## src/rtl/instr_encode_loader.sv

```systemverilog
// instr_encode_loader: packs decoded RV32I fields (I/S/B/R) back into an
// instruction word and writes it to instruction memory at an
// auto-incrementing word address over a request/acknowledge port.
// Optional build macro: IMM_CHECK_EN enables immediate range checking and a
// sticky err flag; without it out-of-range immediate bits are truncated and
// err is tied low.
//
// state | meaning
// IDLE  | waiting for a field bundle; in_ready high unless flush
// WRITE | mem_we held with stable addr/data until mem_ack
// FULL  | MAX_WORDS words written; only flush or rst leaves
module instr_encode_loader #(
  parameter logic [31:0] BASE_ADDR = 32'h0000_0000,
  parameter int          MAX_WORDS = 256
) (
  input  logic                         clk,
  input  logic                         rst,
  input  logic                         in_valid,
  output logic                         in_ready,
  input  logic [1:0]                   in_imm_src,
  input  logic [31:0]                  in_imm,
  input  logic [6:0]                   in_opcode,
  input  logic [4:0]                   in_rd,
  input  logic [4:0]                   in_rs1,
  input  logic [4:0]                   in_rs2,
  input  logic [2:0]                   in_funct3,
  input  logic [6:0]                   in_funct7,
  input  logic                         flush,
  output logic                         mem_we,
  output logic [31:0]                  mem_addr,
  output logic [31:0]                  mem_wdata,
  input  logic                         mem_ack,
  output logic [$clog2(MAX_WORDS):0]   word_count,
  output logic                         full,
  output logic                         err
);

  localparam int CW = $clog2(MAX_WORDS) + 1;
  localparam logic [CW-1:0] COUNT_MAX = CW'(MAX_WORDS);

  typedef enum logic [1:0] {
    IDLE  = 2'd0,
    WRITE = 2'd1,
    FULL  = 2'd2
  } state_t;

  state_t        state;
  logic [31:0]   packed_word;
  logic          imm_ok;
  logic [CW-1:0] count_next;

  assign in_ready   = (state == IDLE) && !flush;
  assign count_next = word_count + 1'b1;

  // Reassemble the instruction word from fields according to format
  always_comb begin
    packed_word = 32'h0;
    case (in_imm_src)
      2'b00: packed_word = {in_imm[11:0], in_rs1, in_funct3, in_rd, in_opcode};
      2'b01: packed_word = {in_imm[11:5], in_rs2, in_rs1, in_funct3,
                            in_imm[4:0], in_opcode};
      2'b10: packed_word = {in_imm[12], in_imm[10:5], in_rs2, in_rs1, in_funct3,
                            in_imm[4:1], in_imm[11], in_opcode};
      default: packed_word = {in_funct7, in_rs2, in_rs1, in_funct3, in_rd, in_opcode};
    endcase
  end

`ifdef IMM_CHECK_EN
  // Immediate must be representable in the target format's field
  always_comb begin
    imm_ok = 1'b1;
    case (in_imm_src)
      2'b00, 2'b01: imm_ok = (&in_imm[31:11]) || !(|in_imm[31:11]);
      2'b10:        imm_ok = !in_imm[0] && ((&in_imm[31:12]) || !(|in_imm[31:12]));
      default:      imm_ok = 1'b1;
    endcase
  end

  // Sticky error: only rst clears it, flush deliberately leaves it set
  always_ff @(posedge clk) begin
    if (rst)
      err <= 1'b0;
    else if (in_valid && in_ready && !imm_ok)
      err <= 1'b1;
  end
`else
  logic unused_imm_hi;
  assign unused_imm_hi = ^in_imm[31:13];
  assign imm_ok        = 1'b1;
  assign err           = 1'b0;
`endif

  // Sequencing FSM with registered write-port outputs
  always_ff @(posedge clk) begin
    if (rst) begin
      state      <= IDLE;
      mem_we     <= 1'b0;
      mem_addr   <= BASE_ADDR;
      mem_wdata  <= 32'h0;
      word_count <= '0;
      full       <= 1'b0;
    end else begin
      case (state)
        IDLE: begin
          if (flush) begin
            mem_addr   <= BASE_ADDR;
            word_count <= '0;
          end else if (in_valid && imm_ok) begin
            mem_wdata <= packed_word;
            mem_we    <= 1'b1;
            state     <= WRITE;
          end
        end
        WRITE: begin
          // flush is not honoured here; the pending word must complete
          if (mem_ack) begin
            mem_we     <= 1'b0;
            mem_addr   <= mem_addr + 32'd4;
            word_count <= count_next;
            if (count_next == COUNT_MAX) begin
              state <= FULL;
              full  <= 1'b1;
            end else begin
              state <= IDLE;
            end
          end
        end
        FULL: begin
          if (flush) begin
            mem_addr   <= BASE_ADDR;
            word_count <= '0;
            full       <= 1'b0;
            state      <= IDLE;
          end
        end
        default: begin
          state  <= IDLE;
          mem_we <= 1'b0;
          full   <= 1'b0;
        end
      endcase
    end
  end

endmodule

```

## config.mk

```make
export PLATFORM = sky130hd
export DESIGN_NAME = instr_encode_loader
export DESIGN_NICKNAME = d
export VERILOG_FILES = /design/src/rtl/instr_encode_loader.sv
export SDC_FILE = /design/constraint.sdc
export NUM_CORES = 1
export LEC_CHECK = 0
export CAP_MARGIN = 15
export CORE_MARGIN = 2
export CORE_UTILIZATION = 42
export DETAILED_ROUTE_END_ITERATION = 16
export HOLD_SLACK_MARGIN = 0.03
export PLACE_DENSITY_LB_ADDON = 0.25
export REMOVE_ABC_BUFFERS = 1
export SLEW_MARGIN = 25
export SYNTH_ARGS = -nofsm -noshare
export SYNTH_HDL_FRONTEND = slang
export SYNTH_SLANG_ARGS = --single-unit
export TNS_END_PERCENT = 100
```

## constraint.sdc

```tcl
create_clock -name clk -period 3 [get_ports clk]
set_clock_uncertainty 0.2 [all_clocks]
set_input_delay 0.6 -clock clk [delete_from_list [all_inputs] [get_ports clk]]
set_output_delay 0.6 -clock clk [all_outputs]
set_load 0.01 [all_outputs]
```

Word level (Yosys, flattened, before mapping)
Index checks and enable logic that the tools add are counted.
{"block": "op_classes", "n_addsub": 2, "n_reduce_logical": 11, "n_eq_ne": 11, "n_mux": 21, "bitwise": 3}
{"operator": "32-bit one-hot mux with 3 select lines", "count": 1}
{"operator": "32-bit 2-to-1 mux", "count": 2}
{"operator": "32-bit one-hot mux with 2 select lines", "count": 1}
{"operator": "32-bit by 3-bit adder with 32-bit output (second input constant)", "count": 1}
{"operator": "9-bit 2-to-1 mux", "count": 2}
{"operator": "9-bit one-hot mux with 2 select lines", "count": 1}
{"operator": "4-bit AND reduction", "count": 3}
{"operator": "2-bit 2-to-1 mux", "count": 5}
{"operator": "2-bit != test (second input constant)", "count": 5}
{"operator": "9-bit by 1-bit adder with 9-bit output (second input constant)", "count": 1}
{"operator": "9-bit equality test (second input constant)", "count": 1}
{"operator": "1-bit 2-to-1 mux", "count": 6}
{"operator": "1-bit one-hot mux with 3 select lines", "count": 2}
{"operator": "2-bit one-hot mux with 3 select lines", "count": 1}
{"operator": "3-bit AND reduction", "count": 2}
{"operator": "2-bit by 1-bit equality test with 1-bit output (second input constant)", "count": 2}
{"operator": "2-bit equality test (second input constant)", "count": 2}
{"operator": "2-bit zero test", "count": 2}
{"operator": "1-bit NOT", "count": 3}
{"operator": "2-bit by 1-bit != test with 1-bit output (second input constant)", "count": 1}
{"operator": "2-bit nonzero test", "count": 1}
{"operator": "2-bit OR reduction", "count": 1}
{"operator": "1-bit logical AND", "count": 1}
{"operator": "1-bit zero test", "count": 1}
{"block": "totals", "regBits": 77, "in_bits": 71, "word_cells": 54, "out_inout_bits": 77}

Logic depth before layout (Yosys ltp)
Gate-level depths: netlist of run 1.
{"block": "logic_depth", "ltp_word": 5, "mapped_depth": 7, "ltp_nobuf": 6}

Least setup slack after synthesis of run 1
OpenSTA, ideal clock, no wires.
{"block": "synth_timing", "kind": "reg-to-reg", "startpoint": "reg word_count[0]", "endpoint": "reg state[1]", "required_ns": 2.699, "path_stages_with_launch": 8, "path_buffers": 1, "setup_ns": 0.101, "setup_slack_ns": 0.851, "arrival_ns": 1.847, "cell_sequence": "dfxtp_1 ha_1 and2_1 clkbuf_1 xnor2_1 a31oi_1 or4_1 o41ai_1"}
{"block": "synth_via", "elab_chain_cells": 5}
{"item": "start: declaration", "line_no": "33", "text": "output logic [$clog2(MAX_WORDS):0] word_count,"}
{"item": "start signal: assignment", "line_no": "119", "text": "word_count <= count_next;"}
{"item": "9-bit by 1-bit adder with 9-bit output", "line_no": "53", "text": "assign count_next = word_count + 1'b1;"}
{"item": "9-bit equality test", "line_no": "120", "text": "if (count_next == COUNT_MAX) begin"}
{"item": "2-bit 2-to-1 mux", "line_no": "120"}
{"item": "2-bit 2-to-1 mux", "line_no": "116", "text": "if (mem_ack) begin"}
{"item": "2-bit one-hot mux with 3 select lines", "line_no": "103", "text": "case (state)"}
{"item": "end signal: assignment", "line_no": "111", "text": "state <= WRITE;"}
{"item": "end signal: assignment", "line_no": "121", "text": "state <= FULL;"}
{"item": "end signal: assignment", "line_no": "124", "text": "state <= IDLE;"}
{"item": "end: declaration", "line_no": "47", "text": "state_t state;"}
Every way passes these cells. The select of a mux whose other input is x is not followed.
A chain may end at the register's enable or synchronous reset.

Worst setup path in the final report of run 1
{"block": "layout_timing", "startpoint": "in flush", "endpoint": "out in_ready"}
{"block": "layout_via", "elab_chain_cells": 2}
{"item": "start: declaration", "line_no": "28", "text": "input logic flush,"}
{"item": "1-bit zero test", "line_no": "52", "text": "assign in_ready = (state == IDLE) && !flush;"}
{"item": "1-bit logical AND", "line_no": "52"}
{"item": "end: declaration", "line_no": "19", "text": "output logic in_ready,"}
Every way passes these cells.

==> results of run 1 <==
stage by stage:
stage / power, mW / util / instance area, um^2
after floorplan: 1.16 / - / 3270
after global placement: 1.33 / 0.607 / 4710
after detailed placement: 1.33 / 0.607 / 4710
after CTS: 2.26 / 0.638 / 4960
after global routing: 2.33 / 0.638 / 4960
final: 2.24 / 0.638 / 4960
cell type report:
| class | count | area [um^2] | area share |
|---|---|---|---|
| multi-input cells | 303 | 1760 | 0.356 |
| flip-flops and latches | 75 | 1500 | 0.303 |
| repair buffers | 134 | 1310 | 0.265 |
| clock buffers | 11 | 141 | 0.0285 |
| well taps | 102 | 128 | 0.0258 |
| clock inverters | 5 | 100 | 0.0202 |
| inverters | 2 | 7.51 | 0.00151 |
worst max-delay path, stage by stage:
cell and delay, ns:
sky130_fd_sc_hd__clkdlybuf4s50_1 0.49, sky130_fd_sc_hd__nor3_1 0.26, sky130_fd_sc_hd__clkdlybuf4s50_1 0.62
sequential cells by signal, summed over array words and instances, names as in the netlist:
register and cells:
mem_wdata 32, mem_addr 30, word_count 9, state 2, full 1, mem_we 1
kinds of logic (layout without fill, tap and decap cells):
family                     after synthesis  count (layout)  synth area share
and+or+nand+nor                        186             186             0.260
DFF                                     75              75             0.443
other                                    1               3           0.00111
buffers and inverters                   29             152            0.0391
xor gates and xnor gates                29              29            0.0749
muxes                                    6               6            0.0177
adders and majority gates                3               3            0.0111
AOI/OAI and AO/OA                       76              76             0.154
how the worst min path moves through the flow:
stage,from,end,slack (ns),depth (start not counted)
after detailed placement,mem_wdata[4]$_SDFFE_PP0P_,mem_wdata[4]$_SDFFE_PP0P_,0.25,2
after global routing,mem_wdata[6]$_SDFFE_PP0P_,mem_wdata[6]$_SDFFE_PP0P_,0.27,2
after CTS,mem_wdata[4]$_SDFFE_PP0P_,mem_wdata[4]$_SDFFE_PP0P_,0.26,2
after floorplan,mem_wdata[0]$_SDFFE_PP0P_,mem_wdata[0]$_SDFFE_PP0P_,0.27,2
after global placement,mem_wdata[4]$_SDFFE_PP0P_,mem_wdata[4]$_SDFFE_PP0P_,0.24,2
final,mem_wdata[4]$_SDFFE_PP0P_,mem_wdata[4]$_SDFFE_PP0P_,0.25,2
metal layers:
metal | vias to the layer above | GRT usage
met4 | 0 | 0.0761
met1 | 1519 | 0.260
li1 | 1645 | -
met2 | 87 | 0.321
met5 | - | 0
met3 | 16 | 0.0385
synthesized netlist by cell type (2+ instances only):
| cell | instances | area (um^2) |
|---|---|---|
| sky130_fd_sc_hd__a211oi_2 | 2 | 25.0 |
| sky130_fd_sc_hd__buf_2 | 7 | 35.0 |
| sky130_fd_sc_hd__ha_1 | 3 | 37.5 |
| sky130_fd_sc_hd__dfxtp_1 | 75 | 1500 |
| sky130_fd_sc_hd__a311oi_1 | 12 | 105 |
| sky130_fd_sc_hd__a22oi_1 | 2 | 15.0 |
| sky130_fd_sc_hd__nand4_1 | 10 | 62.6 |
| sky130_fd_sc_hd__and4_1 | 3 | 26.3 |
| sky130_fd_sc_hd__inv_1 | 2 | 7.51 |
| sky130_fd_sc_hd__xor2_1 | 21 | 184 |
| sky130_fd_sc_hd__and2_1 | 3 | 18.8 |
| sky130_fd_sc_hd__nand4b_1 | 2 | 17.5 |
| sky130_fd_sc_hd__mux2i_1 | 6 | 60.1 |
| sky130_fd_sc_hd__nor3_1 | 7 | 35.0 |
| sky130_fd_sc_hd__xnor2_1 | 8 | 70.1 |
| sky130_fd_sc_hd__or3_1 | 2 | 12.5 |
| sky130_fd_sc_hd__nor2_1 | 57 | 214 |
| sky130_fd_sc_hd__nor4_1 | 3 | 18.8 |
| sky130_fd_sc_hd__a31oi_1 | 2 | 12.5 |
| sky130_fd_sc_hd__a211oi_1 | 6 | 45.0 |
| sky130_fd_sc_hd__nand2_1 | 63 | 236 |
| sky130_fd_sc_hd__a2111oi_4 | 2 | 55.1 |
| sky130_fd_sc_hd__buf_1 | 2 | 7.51 |
| sky130_fd_sc_hd__a21oi_1 | 31 | 155 |
| sky130_fd_sc_hd__clkbuf_1 | 14 | 52.6 |
| sky130_fd_sc_hd__o21ai_0 | 15 | 75.1 |
| sky130_fd_sc_hd__and3_1 | 6 | 37.5 |
| sky130_fd_sc_hd__nand3_1 | 20 | 100 |
| sky130_fd_sc_hd__nand3b_1 | 3 | 22.5 |
| sky130_fd_sc_hd__buf_4 | 4 | 30.0 |
power groups by stage:
stage                     Clock, mW  Sequential, mW  Combinational, mW
after floorplan                   0            1.07             0.0843
after global placement            0            1.06              0.264
after detailed placement          0            1.06              0.269
after CTS                     0.954            1.04              0.270
after global routing          0.999            1.04              0.292
final                         0.938            1.04              0.267
==> results by stage, run 1 <==
CTS:
- The count of H-tree levels built during CTS is 3.
- The total CTS buffers is 9.
- For this design, the CTS-stage hold fixing added 0 buffers.
- The TritonCTS clock tree is built.
- Counting every sink on the clock net gives 75.
- The clock transition at the register clock pins on the worst setup and hold paths after CTS is 0.07 ns.
- The clock passes through at most 2 buffers.
- After clock tree synthesis, the repair step resized 0 gates.
- The buffer cell driving the clock tree root is sky130_fd_sc_hd__clkbuf_8.
- The source-to-sink clock delay at the later pin of the worst-skew pair is 0.34 ns.
- The number of setup buffers added after CTS is 0.

STA:
- In the finished design, the share of the clock period the worst path needs comes to 0.925.
- In this run the tightest slew margin relative to its limit is 0.628.
- Final hold analysis gives a worst-case slack of 0.255 ns.
- The count of final setup violators is 0.
- The setup slack after layout is 0.226 ns.
- Derived from the worst setup path, the maximum achievable clock frequency is 0.361 GHz.
- The final-report max-slew violation count is 0.
- The worst path in the final design needs a cycle of 2.77 ns, including I/O delays and setup.
- The slew at the pin with the worst max-slew slack is 0.554 ns.
- The final number of hold-violating endpoints is 0.
- The post-route setup TNS is 0 ns.
- Setup repair after global routing left no endpoint under its margin.

Setup path:
- STA puts the critical path data arrival time at 1.97 ns.
- The kind of critical path is input port to output port.
- Along the worst path, the maximum fanout reaches 4.
- STA classifies the critical path startpoint as an input port.
- Data on the critical path is required at its endpoint by 2.20 ns.
- The flop-to-flop setup slack is 0.77 ns.
- The reg-to-reg critical path endpoint is state[1]$_SDFFE_PP0P_.
- The first element of the critical path is flush.
- The critical path ends at in_ready.
- The startpoint identified for the worst register-to-register timing path is word_count[0]$_SDFFE_PP0P_.
- STA classifies the critical path endpoint as an output port.
- The depth of the worst register-to-register path is 6.

Drt:
- The number of routed nets with antenna violations is 0.
- The highest metal layer with signal wires is met4.
- The detailed route wirelength on metal2 is 4080 um.
- The final routed wirelength across all metal layers is 8570 um.
- The post-route met1 wirelength is 3920 um.
- Summed over all nets, wire length on met3 after detailed routing comes to 412 um.
- The routed layout has 3267 vias.
- The number of detailed-route iterations in the first pass is 4.
- In the final routed layout, each cell accounts on average for 13.6 um.
- The ratio of routed vias to standard cells is 5.17.
- The count of unresolved DRC violations after routing is 0.
- The first routing iteration left 144 violations.

Cells and area:
- At the end of the flow, the number of nets in the layout was 599.
- From synthesis to final layout, the design area changed by 46.2%.
- The count of antenna diodes in the layout is 0.
- The most common cell after layout, fill and taps aside is sky130_fd_sc_hd__clkdlybuf4s50_1.
- Excluding fillers, the count of instances in the completed layout stands at 632.
- In the final layout, the share of cells above drive strength 1 is 0.0604.
- The number of filler instances in the final layout is 705.
- The library cells used most frequently in the layout, excluding fill and tap cells, are 124 x sky130_fd_sc_hd__clkdlybuf4s50_1, 75 x sky130_fd_sc_hd__dfxtp_1, 63 x sky130_fd_sc_hd__nand2_1.

Floorplanning:
- The I/O pin count is 148.
- In this run the standard cell core region covers 7770 um^2.
- The overall die area is 8810 um^2.
- The number of standard-cell rows in the floorplan is 32.
- Measured along the y axis, the die boundary spans 93.9 um.
- The width of the die is 93.9 um.
- For this configuration, the core starts out at a cell density of 0.437.

Global routing:
- For this run, the total global-route usage over all layers was measured as 0.198.
- The number of antenna violations at the first check in global routing is 0.
- The via count of the first global-routing pass came to 3041.
- The wire length of the first global-routing pass is 14100 um.
- For this run the aggregate overflow at the end of global routing stands at 0.
- Entering global routing, the biggest net connects 30 pins.

Power and ir drop:
- For this design the ratio of total power to cell area is 453 nW/um^2.
- Of the total power, the share spent switching nets is 0.224.
- Of the total power, registers draw 0.463.
- IR analysis of the VDD net gives a maximum drop of 0.230 mV.
- For this design the total switching power over the nets is 0.502 mW.
- The internal portion of the total power is 1.74 mW.
- Summed over all cells, the static leakage comes to 1.78 nW.
- The clock power share is 0.418.
- Of the total power, combinational logic draws 0.119.

Yosys:
- The async set or reset register ratio after synthesis is 0.
- The number of synthesized flops with an enable pin is 0.
- The number of distinct standard cells referenced by the synthesized netlist is 42.
- Synthesis produced 405 cells.
- The sequential fraction of the synthesis area is 0.443.
- The most used flip-flop cell after synthesis is sky130_fd_sc_hd__dfxtp_1.
- The number of warnings reported in the yosys synthesis log is 0.
- The synthesis-stage register bit count is 75.
- The combined area of all synthesized cells is 3390 um^2.
- The average instance in the mapped netlist occupies 8.37 um^2.

Hold path:
- The class of the tightest hold or removal check is flop to flop.

Place:
- The number of buffer cells added on primary ports is 125.
- The half-perimeter wire length after detailed placement is 6290 um.
- At the end of routability-driven placement, the weighted congestion stood at 0.889.
- The number of placed cells counting well taps is 616.
- At the placement stage, the worst setup path has a slack of 0.220 ns.

Status:
- The flow ran to the end, and the final reports show no timing, DRC or antenna violations.

Flow run:
- The max-capacitance violation count is 0.
No activity file was read; power rests on OpenSTA's default activity.
==> run 2: changes to the inputs <==
- CAP_MARGIN: 15 -> 10
- CORE_MARGIN: 2 -> default
==> results by stage, run 2 (same netlist as run 1, synthesis figures left out) <==
CTS:
- The TritonCTS clock tree is built (unchanged).
- The number of setup buffers added after CTS is 0 (unchanged).
- The count of H-tree levels built during CTS is 3 (unchanged).
- The clock sink total came to 75 (unchanged).
- The hold buffer count at CTS was 0 (unchanged).
- The total CTS buffers is 9 (unchanged).
- The number of gates resized after cts is 0 (unchanged).
- The buffer cell driving the clock tree root is sky130_fd_sc_hd__clkbuf_8 (unchanged).
- The buffer depth of the longest clock path is 2 (unchanged).
- The clock transition at the register clock pins on the worst setup and hold paths after CTS is 0.07 ns (about the same).
- The source-to-sink clock delay at the later pin of the worst-skew pair is 0.34 ns (about the same).

Power and ir drop:
- The maximum ir drop on the vdd rail is 0.244 mV (was 0.230 mV).
- The sequential share of power is 0.440 (was 0.463).
- The internal cell power is 1.85 mW (was 1.74 mW).
- The combinational cell fraction of total power came to 0.113 (was 0.119).
- The switching share of power came to 0.216 (was 0.224).
- The static leakage is 1.79 nW (was 1.78 nW).
- The clock power share is 0.447 (was 0.418).
- The power consumption is 2.36 mW (was 2.24 mW).
- The power density over the cells came to 474 nW/um^2 (was 453 nW/um^2).
- The net switching power figure is 0.510 mW (was 0.502 mW).

Place:
- The final weighted congestion in routability-driven placement is 0.853 (was 0.889).
- The half-perimeter wire length after detailed placement is 6080 um (was 6290 um).
- The number of placed cells counting well taps is 614 (was 616).
- The number of buffer cells added on primary ports is 125 (unchanged).
- The worst slack at placement came to 0.260 ns (was 0.220 ns).
- The instance area after placement is 4710 um^2 (about the same).

Setup path:
- The worst path buffer plus inverter count was 2 (unchanged).
- The beginning of the worst register-to-register path was word_count[0]$_SDFFE_PP0P_ (unchanged).
- The arrival time at the worst endpoint is 1.92 ns (was 1.97 ns).
- The library cell contributing the largest single delay on the critical path is sky130_fd_sc_hd__clkdlybuf4s50_1 (unchanged).
- The cell class contributing the biggest share of worst-path delay is buffers and inverters (unchanged).
- The kind of critical path was input port to output port (unchanged).
- The kind of start point of the critical path is an input port (unchanged).
- The largest stage delay on the critical path is 0.61 ns (was 0.62 ns).
- The flop-to-flop setup slack is 0.75 ns (was 0.77 ns).
- Cell Chain, Critical Path: clkdlybuf4s50_1 -> nor3_1 -> clkdlybuf4s50_1 (unchanged).
- The kind of end point of the critical path was an output port (unchanged).
- The reg-to-reg critical path endpoint was state[1]$_SDFFE_PP0P_ (unchanged).
- The critical-path maximum fanout is 4 (unchanged).
- The required arrival time at the worst endpoint was 2.20 ns (about the same).
- The depth of the worst register-to-register path is 6 (unchanged).
- The critical path's most frequent cell is sky130_fd_sc_hd__clkdlybuf4s50_1 (unchanged).

Global routing:
- The number of antenna violations at the first check in global routing came to 0 (unchanged).
- The via count of the first global-routing pass is 3044 (was 3041).
- The all-layer global routing usage came to 0.212 (was 0.198).
- The wire length of the first global-routing pass is 14300 um (was 14100 um).
- The largest net degree at the start of global routing is 45 (was 30).
- The overflow left after global routing is 0 (unchanged).

STA:
- The count of final setup violators is 0 (unchanged).
- The maximum achievable frequency is 0.367 GHz (was 0.361 GHz).
- The post-route clock period utilization is 0.908 (was 0.925).
- The final-report max-slew violation count is 0 (unchanged).
- The hold slack is 0.255 ns (about the same).
- The final critical-path required period is 2.72 ns (was 2.77 ns).
- The normalized max-slew margin is 0.591 (was 0.628).
- RSZ-0062 raised after global routing: false (unchanged).
- The post-route setup TNS is 0 ns (unchanged).
- The final number of hold-violating endpoints was 0 (unchanged).
- The slew at the pin with the worst max-slew slack is 0.609 ns (was 0.554 ns).
- The setup slack after layout is 0.277 ns (was 0.226 ns).

Drt:
- The number of routed nets with antenna violations is 0 (unchanged).
- The first-iteration detailed-routing DRC count is 125 (was 144).
- The number of detailed-route iterations in the first pass is 4 (unchanged).
- The final routed wire length divided by cell count was 13.6 um (about the same).
- The count of unresolved DRC violations after routing is 0 (unchanged).
- The final routed wirelength across all metal layers is 8590 um (was 8570 um).
- The ratio of routed vias to standard cells is 5.18 (was 5.17).
- The number of vias after detailed routing is 3261 (was 3267).

Cells and area:
- The multi-input logic area is 1760 um^2 (unchanged).
- The post-route cell area is 4990 um^2 (was 4960 um^2).
- Most frequent cells in the layout: 124 x sky130_fd_sc_hd__clkdlybuf4s50_1, 75 x sky130_fd_sc_hd__dfxtp_1, 63 x sky130_fd_sc_hd__nand2_1 (unchanged).
- The number of nets in the layout is 597 (was 599).
- The number of flip-flops under the largest register name was 32 (unchanged).
- The number of filler instances in the final layout is 672 (was 705).
- Regs by FF count: mem_wdata x32, mem_addr x30, word_count x9 (unchanged).
- The area occupied by registers is 1500 um^2 (unchanged).
- The number of non-filler instances in the completed layout came to 630 (was 632).
- The layout overhead on the synthesized area is 47.1% (was 46.2%).
- The layout cell share with drive strength beyond 1 was 0.0568 (was 0.0604).
- The count of antenna diodes in the layout was 0 (unchanged).
- The final core utilization is 0.642 (was 0.638).
- The most common cell after layout, fill and taps aside is sky130_fd_sc_hd__clkdlybuf4s50_1 (unchanged).
- The register with the most flip-flops is mem_wdata (unchanged).

Floorplanning:
- The number of standard-cell rows in the floorplan was 32 (unchanged).
- The width of the die is 91.9 um (was 93.9 um).
- The effective utilization at floorplan was 0.437 (unchanged).
- The overall die area came to 8440 um^2 (was 8810 um^2).
- The vertical extent of the die is 91.9 um (was 93.9 um).
- The I/O pin count is 148 (unchanged).
- The core area was 7770 um^2 (unchanged).

Status:
- Run status: complete, no violations (unchanged).

Hold path:
- The worst min-delay path startpoint is mem_wdata[31]$_SDFFE_PP0P_ (was mem_wdata[4]$_SDFFE_PP0P_).
- The class of the tightest hold or removal check was flop to flop (unchanged).
- The hold-critical path depth is 2 (unchanged).
- The worst-case hold path end point is mem_wdata[31]$_SDFFE_PP0P_ (was mem_wdata[4]$_SDFFE_PP0P_).

Flow run:
- The max-capacitance violation count was 0 (unchanged).
==> run 2: worst max path at each step <==
stage / startpoint / slack (ns) / endpoint / cells after the start
finish: flush / 0.28 / in_ready / 3
global route: flush / 0.17 / in_ready / 3
CTS: flush / 0.26 / in_ready / 3
detailed placement: mem_ack / 0.26 / mem_addr[20]$_SDFFE_PP0P_ / 6
global placement: flush / 0.26 / in_ready / 3
floorplan: flush / 0.54 / mem_wdata[31]$_SDFFE_PP0P_ / 4
==> run 2: per-layer routing <==
metal,vias up,part of all wire,routed length [um],track usage
met5,-,0,0,0
met4,0,0.019,163,0.0924
met3,12,0.048,415,0.0556
met2,84,0.50,4310,0.358
met1,1525,0.43,3700,0.252
li1,1640,-,-,-
==> run 2: layout make-up <==
class                   count  area share
multi-input cells         303       0.354
flip-flops and latches     75       0.301
repair buffers            132       0.263
clock inverters             4      0.0241
clock buffers              12      0.0311
inverters                   2     0.00151
well taps                 102      0.0256
==> run 2: power by group through the flow <==
stage	clock, mW	combinational (mW)	sequential (mW)
6_report	1.06	0.267	1.04
4_1_cts	1.08	0.269	1.04
3_5_place_dp	0	0.268	1.06
2_1_floorplan	0	0.0843	1.07
3_3_place_gp	0	0.265	1.06
5_1_grt	1.12	0.292	1.04
==> run 2: worst min-delay path, cell delays in order, from the launching register on <==
cell                      delay [ns]
sky130_fd_sc_hd__dfxtp_1        0.31
sky130_fd_sc_hd__nand2_1        0.05
sky130_fd_sc_hd__a21oi_1        0.05
==> run 3: changes to the inputs <==
- ABC_AREA: default -> 1
- CORE_UTILIZATION: 42 -> 44
==> results by stage, run 3 <==
Status:
- Run status: complete, no violations (unchanged).

Cells and area:
- The post-route cell area is 5370 um^2 (was 4990 um^2).
- The number of non-filler instances in the completed layout is 811 (was 630).
- The register with the most flip-flops is mem_wdata (unchanged).
- The most common cell after layout, fill and taps aside is sky130_fd_sc_hd__nand2_1 (was sky130_fd_sc_hd__clkdlybuf4s50_1).
- Most frequent cells in the layout: 141 x sky130_fd_sc_hd__nand2_1, 125 x sky130_fd_sc_hd__clkdlybuf4s50_1, 107 x sky130_fd_sc_hd__nor2_1 (was 124 x sky130_fd_sc_hd__clkdlybuf4s50_1, 75 x sky130_fd_sc_hd__dfxtp_1, 63 x sky130_fd_sc_hd__nand2_1).
- The number of nets in the layout was 775 (was 597).
- The layout cell share with drive strength beyond 1 was 0.0567 (was 0.0568).
- Regs by FF count: mem_wdata x32, mem_addr x30, word_count x9 (unchanged).
- The count of antenna diodes in the layout was 0 (unchanged).
- The layout overhead on the synthesized area is 41.0% (was 47.1%).
- The number of flip-flops under the largest register name was 32 (unchanged).

Hold path:
- The worst min-delay path startpoint is full$_SDFFE_PP0P_ (was mem_wdata[31]$_SDFFE_PP0P_).
- The hold-critical path depth is 2 (unchanged).
- The class of the tightest hold or removal check is flop to flop (unchanged).
- The worst-case hold path end point is full$_SDFFE_PP0P_ (was mem_wdata[31]$_SDFFE_PP0P_).

Yosys:
- The synthesis-stage register bit count is 75 (unchanged).
- Leading cell types by total area after synthesis: sky130_fd_sc_hd__dfxtp_1 39%, sky130_fd_sc_hd__nand2_1 14%, sky130_fd_sc_hd__nor2_1 11% (was sky130_fd_sc_hd__dfxtp_1 44%, sky130_fd_sc_hd__nand2_1 7.0%, sky130_fd_sc_hd__nor2_1 6.3%).
- The number of distinct standard cells referenced by the synthesized netlist came to 32 (was 42).
- The most repeated cell in the gate-level netlist after synthesis is sky130_fd_sc_hd__nand2_1 (was sky130_fd_sc_hd__dfxtp_1).
- The most used flip-flop cell after synthesis is sky130_fd_sc_hd__dfxtp_1 (unchanged).
- The dominant cell type by area after synthesis is sky130_fd_sc_hd__dfxtp_1 (unchanged).
- The share of the synthesized area in the top cell type is 0.394 (was 0.443).
- Synth top cells by count: 141 x sky130_fd_sc_hd__nand2_1, 107 x sky130_fd_sc_hd__nor2_1, 75 x sky130_fd_sc_hd__dfxtp_1 (was 75 x sky130_fd_sc_hd__dfxtp_1, 63 x sky130_fd_sc_hd__nand2_1, 57 x sky130_fd_sc_hd__nor2_1).
- The number of warnings reported in the yosys synthesis log came to 0 (unchanged).
- The combined area of all synthesized cells is 3810 um^2 (was 3390 um^2).
- The mean instance size in the synthesized netlist is 6.59 um^2 (was 8.37 um^2).
- The async set or reset register ratio after synthesis is 0 (unchanged).
- The sequential fraction of the synthesis area is 0.394 (was 0.443).
- The number of instances in the synthesized netlist came to 578 (was 405).
- The number of synthesized flops with an enable pin came to 0 (unchanged).

STA:
- The setup slack after layout came to 0.388 ns (was 0.277 ns).
- The post-route setup TNS is 0 ns (unchanged).
- The final-report max-slew violation count was 0 (unchanged).
- RSZ-0062 raised after global routing: false (unchanged).
- The hold slack is 0.258 ns (was 0.255 ns).
- The final number of hold-violating endpoints is 0 (unchanged).
- The count of final setup violators was 0 (unchanged).
- The final critical-path required period is 2.61 ns (was 2.72 ns).
- The post-route clock period utilization is 0.871 (was 0.908).
- The normalized max-slew margin is 0.536 (was 0.591).
- The slew at the pin with the worst max-slew slack came to 0.695 ns (was 0.609 ns).
- The maximum achievable frequency was 0.383 GHz (was 0.367 GHz).

CTS:
- The count of H-tree levels built during CTS is 3 (unchanged).
- The hold buffer count at CTS is 0 (unchanged).
- The buffer depth of the longest clock path was 2 (unchanged).
- The number of gates resized after cts was 0 (unchanged).
- The TritonCTS clock tree is built (unchanged).
- The source-to-sink clock delay at the later pin of the worst-skew pair came to 0.34 ns (about the same).
- The buffer cell driving the clock tree root was sky130_fd_sc_hd__clkbuf_8 (unchanged).
- The number of setup buffers added after CTS came to 0 (unchanged).
- The clock sink total is 75 (unchanged).
- The total CTS buffers is 9 (unchanged).
- The clock transition at the register clock pins on the worst setup and hold paths after CTS is 0.09 ns (was 0.07 ns).

Drt:
- The number of vias after detailed routing is 4057 (was 3261).
- The count of unresolved DRC violations after routing is 0 (unchanged).
- The number of detailed-route iterations in the first pass is 4 (unchanged).
- The number of routed nets with antenna violations is 0 (unchanged).
- The final routed wirelength across all metal layers is 9930 um (was 8590 um).
- The ratio of routed vias to standard cells was 5.00 (was 5.18).
- The final routed wire length divided by cell count is 12.2 um (was 13.6 um).
- The first-iteration detailed-routing DRC count came to 165 (was 125).

Place:
- The number of buffer cells added on primary ports is 125 (unchanged).
- The worst slack at placement is 0.385 ns (was 0.260 ns).
- The final weighted congestion in routability-driven placement came to 0.870 (was 0.853).
- The half-perimeter wire length after detailed placement came to 7220 um (was 6080 um).
- The instance area after placement was 5130 um^2 (was 4710 um^2).
- The number of placed cells counting well taps is 795 (was 614).

Global routing:
- The number of antenna violations at the first check in global routing was 0 (unchanged).
- The overflow left after global routing is 0 (unchanged).
- The via count of the first global-routing pass is 3763 (was 3044).
- The all-layer global routing usage was 0.229 (was 0.212).
- The largest net degree at the start of global routing was 46 (was 45).
- The wire length of the first global-routing pass is 16400 um (was 14300 um).

Setup path:
- The kind of end point of the critical path is an output port (unchanged).
- The arrival time at the worst endpoint was 1.81 ns (was 1.92 ns).
- The flop-to-flop setup slack is 0.80 ns (was 0.75 ns).
- The beginning of the worst register-to-register path is state[0]$_SDFFE_PP0P_ (was word_count[0]$_SDFFE_PP0P_).
- The kind of critical path is input port to output port (unchanged).
- The reg-to-reg critical path endpoint was mem_addr[21]$_SDFFE_PP0P_ (was state[1]$_SDFFE_PP0P_).
- The kind of start point of the critical path was an input port (unchanged).
- The critical-path maximum fanout is 5 (was 4).
- The required arrival time at the worst endpoint is 2.20 ns (about the same).
- The depth of the worst register-to-register path is 11 (was 6).

Flow run:
- The max-capacitance violation count is 0 (unchanged).

Floorplanning:
- The I/O pin count is 148 (unchanged).
- The number of standard-cell rows in the floorplan was 33 (was 32).
- The vertical extent of the die is 95.0 um (was 91.9 um).
- The overall die area is 9030 um^2 (was 8440 um^2).
- The core area is 8300 um^2 (was 7770 um^2).
- The width of the die is 95.0 um (was 91.9 um).
- The effective utilization at floorplan came to 0.459 (was 0.437).

Power and ir drop:
- The static leakage was 2.05 nW (was 1.79 nW).
- The power density over the cells is 423 nW/um^2 (was 474 nW/um^2).
- The maximum ir drop on the vdd rail is 0.252 mV (was 0.244 mV).
-- run 3: per-layer routing --
metal	GRT usage	share of wire	routed length (um)
met2	0.377	0.46	4570
met4	0.0821	0.014	140
met3	0.0718	0.091	908
met5	0	0	0
met1	0.282	0.43	4310
-- run 3: how the worst max path moves through the flow --
stage | from | endpoint | cells past startpoint | slack (ns)
6_report | flush | in_ready | 3 | 0.39
5_1_grt | flush | in_ready | 3 | 0.34
4_1_cts | flush | in_ready | 3 | 0.38
3_5_place_dp | flush | in_ready | 3 | 0.38
3_3_place_gp | flush | in_ready | 3 | 0.38
2_1_floorplan | in_valid | mem_wdata[8]$_SDFFE_PP0P_ | 8 | 0.91
-- run 3: area by class of cell --
cell class                      count  area (um^2)
Fill cell                         727         2930
Sequential cell                    75         1500
Inverter                           59          221
Clock buffer                        9          124
Timing Repair Buffer              129         1280
Multi-Input combinational cell    427         1990
Clock inverter                      7          116
Tap cell                          105          131
-- run 3: logic make-up (layout without fill, tap and decap cells) --
kind of cell | after synthesis | in the layout | share of synthesized area
compound gates | 104 | 104 | 0.142
xor+xnor | 2 | 2 | 0.00460
buf+inv | 78 | 204 | 0.0841
simple gates | 315 | 315 | 0.364
other cells | 1 | 3 | 0.000985
fa+ha+maj | 3 | 3 | 0.00986
flops | 75 | 75 | 0.394
-- run 3: per-stage QoR --
step	total power, mW	utilization
floorplan	1.17	-
global placement	1.34	0.618
detailed placement	1.34	0.618
CTS	2.29	0.647
global route	2.35	0.647
finish	2.27	0.647
-- run 3: worst max-delay path, stage by stage --
cell and delay, ns:
sky130_fd_sc_hd__clkdlybuf4s50_1 0.52, sky130_fd_sc_hd__nor2_1 0.15, sky130_fd_sc_hd__clkdlybuf4s50_1 0.54
-- run 3: power breakdown --
part,switching [mW],leakage [nW],internal [mW]
sequential,0.0195,0.610,1.03
clock,0.397,0.119,0.551
combinational,0.132,1.33,0.144
total,0.549,2.05,1.72
